## src/rtl/shadowmask_loader_if.sv

```systemverilog
// Pattern-memory read port between shadowmask_loader and its pattern store.
//   mem_addr : word address, held stable while mem_rd is high
//   mem_rd   : read request, held until mem_ack
//   mem_data : read data, valid in the mem_ack cycle
//   mem_ack  : one-cycle read completion
// master = loader side, slave = memory side.
interface shadowmask_loader_if #(
  parameter int ADDR_W = 10
);
  logic [ADDR_W-1:0] mem_addr;
  logic              mem_rd;
  logic [15:0]       mem_data;
  logic              mem_ack;

  modport master (output mem_addr, mem_rd, input  mem_data, mem_ack);
  modport slave  (input  mem_addr, mem_rd, output mem_data, mem_ack);
endinterface

```

## src/rtl/shadowmask_loader.sv

```systemverilog
// Command sequencer feeding the shadowmask stage (clk_sys domain).
// On load it blanks the mask, reads the selected pattern header and 64 LUT
// entries from pattern memory, emits vmax/hmax/LUT commands and finally the
// control word, so a half-loaded pattern is never displayed.
// Ports:
//   clk_sys, reset_n          : clock, async active-low reset
//   load, mask_sel, mask_*    : load request and sampled pattern/mode bits
//   mem (master)              : pattern memory read port
//   cmd_wr, cmd_in            : one-cycle command strobe and held command word
//   busy                      : sequence in progress
//   hdr_err                   : sticky, last header had a field clamped to 7
module shadowmask_loader #(
  parameter int SEL_W  = 3,
  parameter int ADDR_W = SEL_W + 7
) (
  input  logic                clk_sys,
  input  logic                reset_n,
  input  logic                load,
  input  logic [SEL_W-1:0]    mask_sel,
  input  logic                mask_enable,
  input  logic                mask_2x,
  input  logic                mask_rotate,
  shadowmask_loader_if.master mem,
  output logic                cmd_wr,
  output logic [15:0]         cmd_in,
  output logic                busy,
  output logic                hdr_err
);

  localparam logic [2:0] S_IDLE   = 3'd0;
  localparam logic [2:0] S_BLANK  = 3'd1;
  localparam logic [2:0] S_RD_HDR = 3'd2;
  localparam logic [2:0] S_W_V    = 3'd3;
  localparam logic [2:0] S_W_H    = 3'd4;
  localparam logic [2:0] S_RD_LUT = 3'd5;
  localparam logic [2:0] S_W_LUT  = 3'd6;
  localparam logic [2:0] S_W_CTRL = 3'd7;

  logic [2:0]        state_q, state_d;
  logic [SEL_W-1:0]  sel_q, sel_d, p_sel_q, p_sel_d;
  logic              en_q, en_d, x2_q, x2_d, rot_q, rot_d;
  logic              p_en_q, p_en_d, p_x2_q, p_x2_d, p_rot_q, p_rot_d;
  logic              pend_q, pend_d;
  logic [5:0]        idx_q, idx_d;
  logic [3:0]        hmax_q, hmax_d;
  logic [ADDR_W-1:0] mem_addr_q, mem_addr_d;
  logic              mem_rd_q, mem_rd_d;
  logic              cmd_wr_q, cmd_wr_d;
  logic [15:0]       cmd_in_q, cmd_in_d;
  logic              busy_q, busy_d;
  logic              hdr_err_q, hdr_err_d;
  logic              unused_data;

  assign unused_data = ^mem.mem_data[15:8];

  function automatic logic [15:0] ctrl_w(input logic en, input logic x2, input logic rot);
    return {13'b0, rot, x2, en};
  endfunction

  function automatic logic [3:0] clamp4(input logic [3:0] f);
    return f[3] ? 4'd7 : f;
  endfunction

  // The command word/strobe is computed for the state being entered, so the
  // strobe is high exactly during the cycle the FSM sits in a write state.
  always_comb begin
    state_d    = state_q;
    sel_d      = sel_q;
    en_d       = en_q;
    x2_d       = x2_q;
    rot_d      = rot_q;
    p_sel_d    = p_sel_q;
    p_en_d     = p_en_q;
    p_x2_d     = p_x2_q;
    p_rot_d    = p_rot_q;
    pend_d     = pend_q;
    idx_d      = idx_q;
    hmax_d     = hmax_q;
    mem_addr_d = mem_addr_q;
    mem_rd_d   = mem_rd_q;
    cmd_wr_d   = 1'b0;
    cmd_in_d   = cmd_in_q;
    busy_d     = busy_q;
    hdr_err_d  = hdr_err_q;

    // Loads during a sequence are parked; the latest one wins.
    if (load && state_q != S_IDLE) begin
      pend_d  = 1'b1;
      p_sel_d = mask_sel;
      p_en_d  = mask_enable;
      p_x2_d  = mask_2x;
      p_rot_d = mask_rotate;
    end

    case (state_q)
      S_IDLE: if (load || pend_q) begin
        if (load) begin
          sel_d = mask_sel;  en_d = mask_enable;  x2_d = mask_2x;  rot_d = mask_rotate;
        end else begin
          sel_d = p_sel_q;   en_d = p_en_q;       x2_d = p_x2_q;   rot_d = p_rot_q;
        end
        pend_d    = 1'b0;
        hdr_err_d = 1'b0;
        busy_d    = 1'b1;
        idx_d     = 6'd0;
        state_d   = S_BLANK;
        cmd_wr_d  = 1'b1;
        cmd_in_d  = ctrl_w(1'b0, x2_d, rot_d);
      end
      S_BLANK: if (en_q) begin
        state_d    = S_RD_HDR;
        mem_rd_d   = 1'b1;
        mem_addr_d = ADDR_W'({sel_q, 7'd0});
      end else begin
        state_d  = S_W_CTRL;
        cmd_wr_d = 1'b1;
        cmd_in_d = ctrl_w(en_q, x2_q, rot_q);
      end
      S_RD_HDR: if (mem.mem_ack && mem_rd_q) begin
        mem_rd_d  = 1'b0;
        hmax_d    = mem.mem_data[7:4];
        state_d   = S_W_V;
        cmd_wr_d  = 1'b1;
        cmd_in_d  = {3'b001, 9'b0, clamp4(mem.mem_data[3:0])};
        hdr_err_d = hdr_err_q | mem.mem_data[3];
      end
      S_W_V: begin
        state_d   = S_W_H;
        cmd_wr_d  = 1'b1;
        cmd_in_d  = {3'b010, 9'b0, clamp4(hmax_q)};
        hdr_err_d = hdr_err_q | hmax_q[3];
      end
      S_W_H: begin
        state_d    = S_RD_LUT;
        mem_rd_d   = 1'b1;
        mem_addr_d = ADDR_W'({sel_q, 7'd1});
      end
      S_RD_LUT: if (mem.mem_ack && mem_rd_q) begin
        mem_rd_d = 1'b0;
        state_d  = S_W_LUT;
        cmd_wr_d = 1'b1;
        cmd_in_d = {3'b011, 3'b000, idx_q, 1'b0, mem.mem_data[2:0]};
      end
      S_W_LUT: begin
        idx_d = idx_q + 6'd1;
        if (idx_q == 6'd63) begin
          state_d  = S_W_CTRL;
          cmd_wr_d = 1'b1;
          cmd_in_d = ctrl_w(en_q, x2_q, rot_q);
        end else begin
          state_d    = S_RD_LUT;
          mem_rd_d   = 1'b1;
          mem_addr_d = ADDR_W'({sel_q, {1'b0, idx_q} + 7'd2});
        end
      end
      S_W_CTRL: begin
        state_d = S_IDLE;
        busy_d  = 1'b0;
      end
      default: state_d = S_IDLE;
    endcase
  end

  always_ff @(posedge clk_sys or negedge reset_n) begin
    if (!reset_n) begin
      state_q    <= S_IDLE;
      sel_q      <= '0;
      en_q       <= 1'b0;
      x2_q       <= 1'b0;
      rot_q      <= 1'b0;
      p_sel_q    <= '0;
      p_en_q     <= 1'b0;
      p_x2_q     <= 1'b0;
      p_rot_q    <= 1'b0;
      pend_q     <= 1'b0;
      idx_q      <= 6'd0;
      hmax_q     <= 4'd0;
      mem_addr_q <= '0;
      mem_rd_q   <= 1'b0;
      cmd_wr_q   <= 1'b0;
      cmd_in_q   <= 16'd0;
      busy_q     <= 1'b0;
      hdr_err_q  <= 1'b0;
    end else begin
      state_q    <= state_d;
      sel_q      <= sel_d;
      en_q       <= en_d;
      x2_q       <= x2_d;
      rot_q      <= rot_d;
      p_sel_q    <= p_sel_d;
      p_en_q     <= p_en_d;
      p_x2_q     <= p_x2_d;
      p_rot_q    <= p_rot_d;
      pend_q     <= pend_d;
      idx_q      <= idx_d;
      hmax_q     <= hmax_d;
      mem_addr_q <= mem_addr_d;
      mem_rd_q   <= mem_rd_d;
      cmd_wr_q   <= cmd_wr_d;
      cmd_in_q   <= cmd_in_d;
      busy_q     <= busy_d;
      hdr_err_q  <= hdr_err_d;
    end
  end

  assign mem.mem_addr = mem_addr_q;
  assign mem.mem_rd   = mem_rd_q;
  assign cmd_wr       = cmd_wr_q;
  assign cmd_in       = cmd_in_q;
  assign busy         = busy_q;
  assign hdr_err      = hdr_err_q;

endmodule

```

## src/flat_wrapper.sv

```systemverilog
// flat-port wrapper written by rule: the top's interface ports become plain ports
module shadowmask_loader_flat 
#(
  parameter int SEL_W  = 3,
  parameter int ADDR_W = SEL_W + 7
)
  (clk_sys, reset_n, load, mask_sel, mask_enable, mask_2x, mask_rotate, cmd_wr, cmd_in, busy, hdr_err, mem_mem_addr, mem_mem_rd, mem_mem_data, mem_mem_ack);
  shadowmask_loader_if #(.ADDR_W(ADDR_W)) mem_i ();
  input  logic clk_sys;
  input  logic reset_n;
  input  logic load;
  input  logic [SEL_W-1:0] mask_sel;
  input  logic mask_enable;
  input  logic mask_2x;
  input  logic mask_rotate;
  output logic cmd_wr;
  output logic [15:0] cmd_in;
  output logic busy;
  output logic hdr_err;
  output wire logic [$bits(mem_i.mem_addr)-1:0] mem_mem_addr;
  output wire logic [$bits(mem_i.mem_rd)-1:0] mem_mem_rd;
  input wire logic [$bits(mem_i.mem_data)-1:0] mem_mem_data;
  input wire logic [$bits(mem_i.mem_ack)-1:0] mem_mem_ack;
  assign mem_mem_addr = mem_i.mem_addr;
  assign mem_mem_rd = mem_i.mem_rd;
  assign mem_i.mem_data = mem_mem_data;
  assign mem_i.mem_ack = mem_mem_ack;
  shadowmask_loader #(.SEL_W(SEL_W), .ADDR_W(ADDR_W)) u_core (.clk_sys(clk_sys), .reset_n(reset_n), .load(load), .mask_sel(mask_sel), .mask_enable(mask_enable), .mask_2x(mask_2x), .mask_rotate(mask_rotate), .mem(mem_i), .cmd_wr(cmd_wr), .cmd_in(cmd_in), .busy(busy), .hdr_err(hdr_err));
endmodule
```

## config.mk

```make
export PLATFORM = sky130hd
export DESIGN_NAME = shadowmask_loader_flat
export DESIGN_NICKNAME = d
export VERILOG_FILES = /design/src/rtl/shadowmask_loader_if.sv /design/src/rtl/shadowmask_loader.sv /design/src/flat_wrapper.sv
export SDC_FILE = /design/constraint.sdc
export NUM_CORES = 1
export LEC_CHECK = 0
export CAP_MARGIN = 30
export CELL_PAD_IN_SITES_DETAIL_PLACEMENT = 0
export CELL_PAD_IN_SITES_GLOBAL_PLACEMENT = 1
export CORE_ASPECT_RATIO = 2
export CORE_MARGIN = 1.5
export CORE_UTILIZATION = 39
export DETAILED_ROUTE_END_ITERATION = 16
export PLACE_DENSITY = 0.89
export REMOVE_ABC_BUFFERS = 1
export SYNTH_ARGS = -nofsm -noshare
export SYNTH_HDL_FRONTEND = slang
export SYNTH_SLANG_ARGS = --single-unit
```

## constraint.sdc

```tcl
create_clock -name clk_sys -period 2.4 [get_ports clk_sys]
set_clock_uncertainty 0.2 [all_clocks]
set_input_delay 0.48 -clock clk_sys [delete_from_list [all_inputs] [get_ports clk_sys]]
set_output_delay 0.48 -clock clk_sys [all_outputs]
set_load 0.02 [all_outputs]
```

**Word-level counts from Yosys, hierarchy flattened**

Cells that the tools add are included.

- Flip-flop bits (word level): 56
- Logic and storage cells: 99
- Output and inout port bits: 30

- Muxes and demuxes: 40
- Add/subtract/negate cells: 2
- Reduce and logical (&&, ||, !) cells: 21
- Eq/ne operators: 16
- Bitwise gates (word level): 2

Operators by type and width:

| kind | number |
|---|---|
| $pmux 16 s6 | 1 |
| $mux 16 | 5 |
| $pmux 10 s3 | 1 |
| $pmux 3 s8 | 1 |
| $mux 3 | 7 |
| $mux 10 | 2 |
| $mux 1 | 16 |
| $eq 3x3->1 const B | 4 |
| $ne 2x1->1 const B | 6 |
| $pmux 6 s2 | 1 |
| $reduce_and 3->1 | 3 |
| $reduce_bool 3->1 | 3 |
| $reduce_and 2->1 | 4 |
| $add 6x2->7 const B | 1 |
| $add 6x1->6 const B | 1 |
| $eq 3x2->1 const B | 2 |
| $eq 6x6->1 const B | 1 |
| $mux 6 | 1 |
| $reduce_and 6->1 | 1 |
| $reduce_bool 6->1 | 1 |
| $pmux 1 s5 | 1 |
| $ne 2x2->1 const B | 2 |
| $pmux 1 s4 | 1 |
| $reduce_and 4->1 | 1 |
| other kinds (11) | 14 |

**Depth between registers and ports, before layout**

- Word-level depth: 5
- Mapped depth: 7
- Mapped depth without buffers: 6

**Worst setup path after synthesis**

OpenSTA, ideal clock, no wires.

- Kind: register to register
- Start point: reg u_core.mem_rd_q, in the netlist u_core.mem.mem_rd
- End point: reg u_core.cmd_in_q[1], in the netlist u_core.cmd_in[1]
- Required time: 2075 ps
- Setup time: 125 ps
- Slack: 329 ps
- Data arrival time: 1746 ps
- Cell stages (with the launch flop): 8
- Clock period less this slack: 2071 ps
- Cells stage by stage: dfrtp_1 -> and2_4 -> buf_6 -> a22oi_4 -> o22ai_4 -> a211oi_2 -> buf_6 -> mux2_4

- Cells in the longest elaborated chain, start to end: 3

Ends and longest elaborated chain:

| item | line | source |
|---|---|---|
| start: declaration | shadowmask_loader.sv:47 | `logic mem_rd_q, mem_rd_d;` |
| start signal: assignment | shadowmask_loader.sv:198 | `mem_rd_q <= mem_rd_d;` |
| $logic_and 1x1->1 * | shadowmask_loader.sv:119, shadowmask_loader.sv:138 |  |
| $ne 2x1->1 (no line) | -- |  |
| $reduce_and 6->1 (no line) * | -- |  |
| end signal: assignment | shadowmask_loader.sv:200 | `cmd_in_q <= cmd_in_d;` |
| end: declaration | shadowmask_loader.sv:49 | `logic [15:0] cmd_in_q, cmd_in_d;` |

Every way passes the cells marked *; elsewhere a longest branch is shown, timed or not.
A chain may end at the register's enable or synchronous reset.

**Worst setup path in the final report**

- Start point: in mem_mem_ack
- End point: reg u_core.cmd_in_q[6], in the netlist u_core.cmd_in[6]

- Cells in the longest elaborated chain, start to end: 3

Ends and longest elaborated chain:

| item | line | source |
|---|---|---|
| start: declaration | flat_wrapper.sv:23 | `input wire logic [$bits(mem_i.mem_ack)-1:0] mem_mem_ack;` |
| $logic_and 1x1->1 * | shadowmask_loader.sv:119, shadowmask_loader.sv:138 |  |
| $ne 2x1->1 (no line) | -- |  |
| $reduce_and 6->1 (no line) * | -- |  |

Marks and branches as above.

==> out/metrics.cfg <==
[final_layout]
syn_to_final_growth_pct = 29.5
final_common_cell = dfrtp_1
fin_util_pct = 52.2
antenna_cells = 0
nNetsFinal = 344
layout-drive-gt1-share_pct = 20.2
final_cell_count_no_fill = 405
layout_common_cells = 51 x dfrtp_1, 41 x clkdlybuf4s50_1, 27 x nand2_1, 25 x buf_4, 20 x nor2_1

[placed_design]
placed_cells = 396
dp_hpwl_um = 4420
port_buffers = 42
gp_congestion = 0.902

[sta]
min_period_ps = 2100
fin_tns_setup_ps = 0
worst_pin_slew_ps = 506
maxSlewHeadroom_pct = 66.3
timing.hold.ws_ps = 272
finalHoldViolCount = 0
final_max_slew_viol_count = 0
setup_viol = 0
grt_setup_unrepaired = no
fin_crit_sh_pct = 87.6
fmax_mhz = 476

[synth]
netlist.area_leader.share_pct = 47.9
yosysSeqAreaShare_pct = 47.9
synth.distinct_cells = 52
synth_edf_count = 0
postSynthCellCount = 256
synth_flop_cell = dfrtp_1
yosys_warnings = 0
yosysTopAreaCell = dfrtp_1
synth.cell_area_um2 = 2670
netlist_top_cells_area = dfrtp_1 48%, mux2_2 6.3%, mux2i_1 5.3%
synth.avg_cell_area_um2 = 10.4
synth_seq_cells = 51
async_reset_ff_share_pct = 100

[floorplanning]
core_um2 = 6620
die_x_um = 61.5
core.rowCount = 42
ios = 56
dieHeight_um = 120
start_util_pct = 40.3
die_area_um2 = 7370

[worst_setup_path]
critPathRequiredTime_ps = 2420
critPathSlowestCell = clkdlybuf4s50_1
critPathMaxFanout = 6
r2r.worst_path.cells = 5
end_kind = flop
max_stage_delay_ps = 420
rrSetupSlack_ps = 310
r2r-start = u_core.state_q[1]
path_cells = clkdlybuf4s50_1 > and2_4 > a22oi_4 > o22ai_4 > a211oi_2 > buf_4 > buf_4 > mux2i_1
r2r_end = u_core.x2_q
crit_type = in2reg
crit_top_cell = buf_4
cp-start-kind = primary input
crit_arrival_ps = 2120

[cts]
cts_resized = 0
cts-root-buf = clkbuf_16
clockBufferDepth = 2
cts_htree_levels = 2
cts_setup_buffers = 0
cts_tree = built
clock_sinks = 51
clkSlewWorstSetupHoldPaths_ps = 60
cts_made_buffers = 5
cts_hold_buf = 1
clock_latency_ps = 290

[grt]
grt_pass1_vias = 2115
antenna_found_initial = 0
use_met2_pct = 30.3
track_usage_pct = 17.7
grtUsageMet3_pct = 3.99
gr-total-overflow = 0
use_met1_pct = 19.1
grt_first_pass_wirelength_um = 9650
grt-busiest-layer = met2
grt_max_degree = 32

[drt]
antenna_left = 0
drc = 0
wirelength_um = 5790
drt_iter0_drc = 64
wl_per_cell_um = 14.3
dr.pass1.iters = 4
num_vias = 2077
vias_per_cell = 5.13

[run_status]
status = finished clean

[hold_path]
hold_path.class = reg2reg
hold_start = u_core.mem.mem_addr[5]
holdPathEnd = u_core.mem.mem_addr[5]
min_path_cells = 2

[power_and_ir_drop]
p_clk_share_pct = 19.1
power.switching_uw = 1610
peakVddDrop_mv = 0.642
p_leak_uw = 0.00152
p_int_uw = 2690
swShare_pct = 37.5
powerDensity_nw_per_um2 = 1250
seqPwrFrac_pct = 32.9
combPwrFrac_pct = 48.0

[job]
drv_cap = 0

-- synthesized netlist by cell type, types with 2 or more instances --
library cell	number
mux2_1	3
nor2_2	2
mux2_4	2
a21o_1	2
clkbuf_1	2
nand2b_1	4
nor3b_1	2
ha_1	2
buf_6	5
mux2_2	15
inv_1	9
xnor2_1	3
o21ai_0	15
buf_2	5
dfrtp_1	51
a21oi_1	18
buf_4	7
nor2_1	20
o22ai_1	3
nand3_1	5
mux2i_1	14
nor3_1	5
nand2_1	27
o31ai_1	5
o32a_1	2
xor2_1	2
-- power groups by stage --
stage                     Sequential [uW]  Combinational [uW]  Clock (uW)
after floorplan                      1650                 987           0
after global placement               1420                2030           0
after detailed placement             1430                2080           0
after CTS                            1420                2080         837
after global routing                 1460                2240         879
final                                1410                2070         820
-- state kept, by name, indices dropped and copies added (netlist names), 3 cells and up --
register,count
u_core.cmd_in,11
u_core.mem.mem_addr,10
u_core.idx_q,6
u_core.hmax_q,4
u_core.p_sel_q,3
u_core.sel_q,3
u_core.state_q,3
-- worst max-delay path: cells and delay by family --
kind                   cells  cell delay [ps]
AO/OA/AOI/OAI              3              510
buffers and inverters      3              760
multiplexers               1              180
AND/OR/NAND/NOR            1              180
-- per-stage QoR --
step | area, um2 | setup WS, ps | total power [uW]
after global placement | 3270 | 31.5 | 3450
final | 3450 | 298 | 4300
after detailed placement | 3270 | -16.8 | 3510
after CTS | 3450 | 286 | 4340
after floorplan | 2540 | -124 | 2640
after global routing | 3450 | 189 | 4590
-- worst max path at each step --
| stage | from | end | slack [ps] |
|---|---|---|---|
| after floorplan | u_core.state_q[0] | u_core.cmd_in[1] | -120 |
| after global placement | mem_mem_ack | u_core.cmd_in[4] | 30 |
| after detailed placement | mem_mem_ack | u_core.cmd_in[9] | -20 |
| after CTS | mem_mem_ack | u_core.cmd_in[4] | 290 |
| after global routing | u_core.state_q[1] | u_core.idx_q[5] | 190 |
| final | mem_mem_ack | u_core.cmd_in[6] | 300 |
-- area by class of cell --
cell class	instances	area, um2
fill	635	3170
timing repair buffer	69	633
tap	88	110
clock inverter	2	35.0
multi-input combinational	178	1220
sequential	51	1280
clock buffer	6	139
inverter	11	41.3
-- per-layer routing --
layer	routed length (um)	vias up
li1	-	1006
met1	2080	1007
met2	3320	54
met3	220	10
met4	163	0
met5	0	-
-- cells by family after synthesis --
logic type | after synthesis | share of synthesized area, %
xor gates and xnor gates | 5 | 1.64
and+or+nand+nor | 73 | 13.0
AOI/OAI and AO/OA | 59 | 15.5
muxes | 34 | 14.0
adders and majority gates | 2 | 0.938
DFF | 51 | 47.9
other | 1 | 0.141
buffers and inverters | 31 | 6.99
Power figures use the tool's default switching activity.
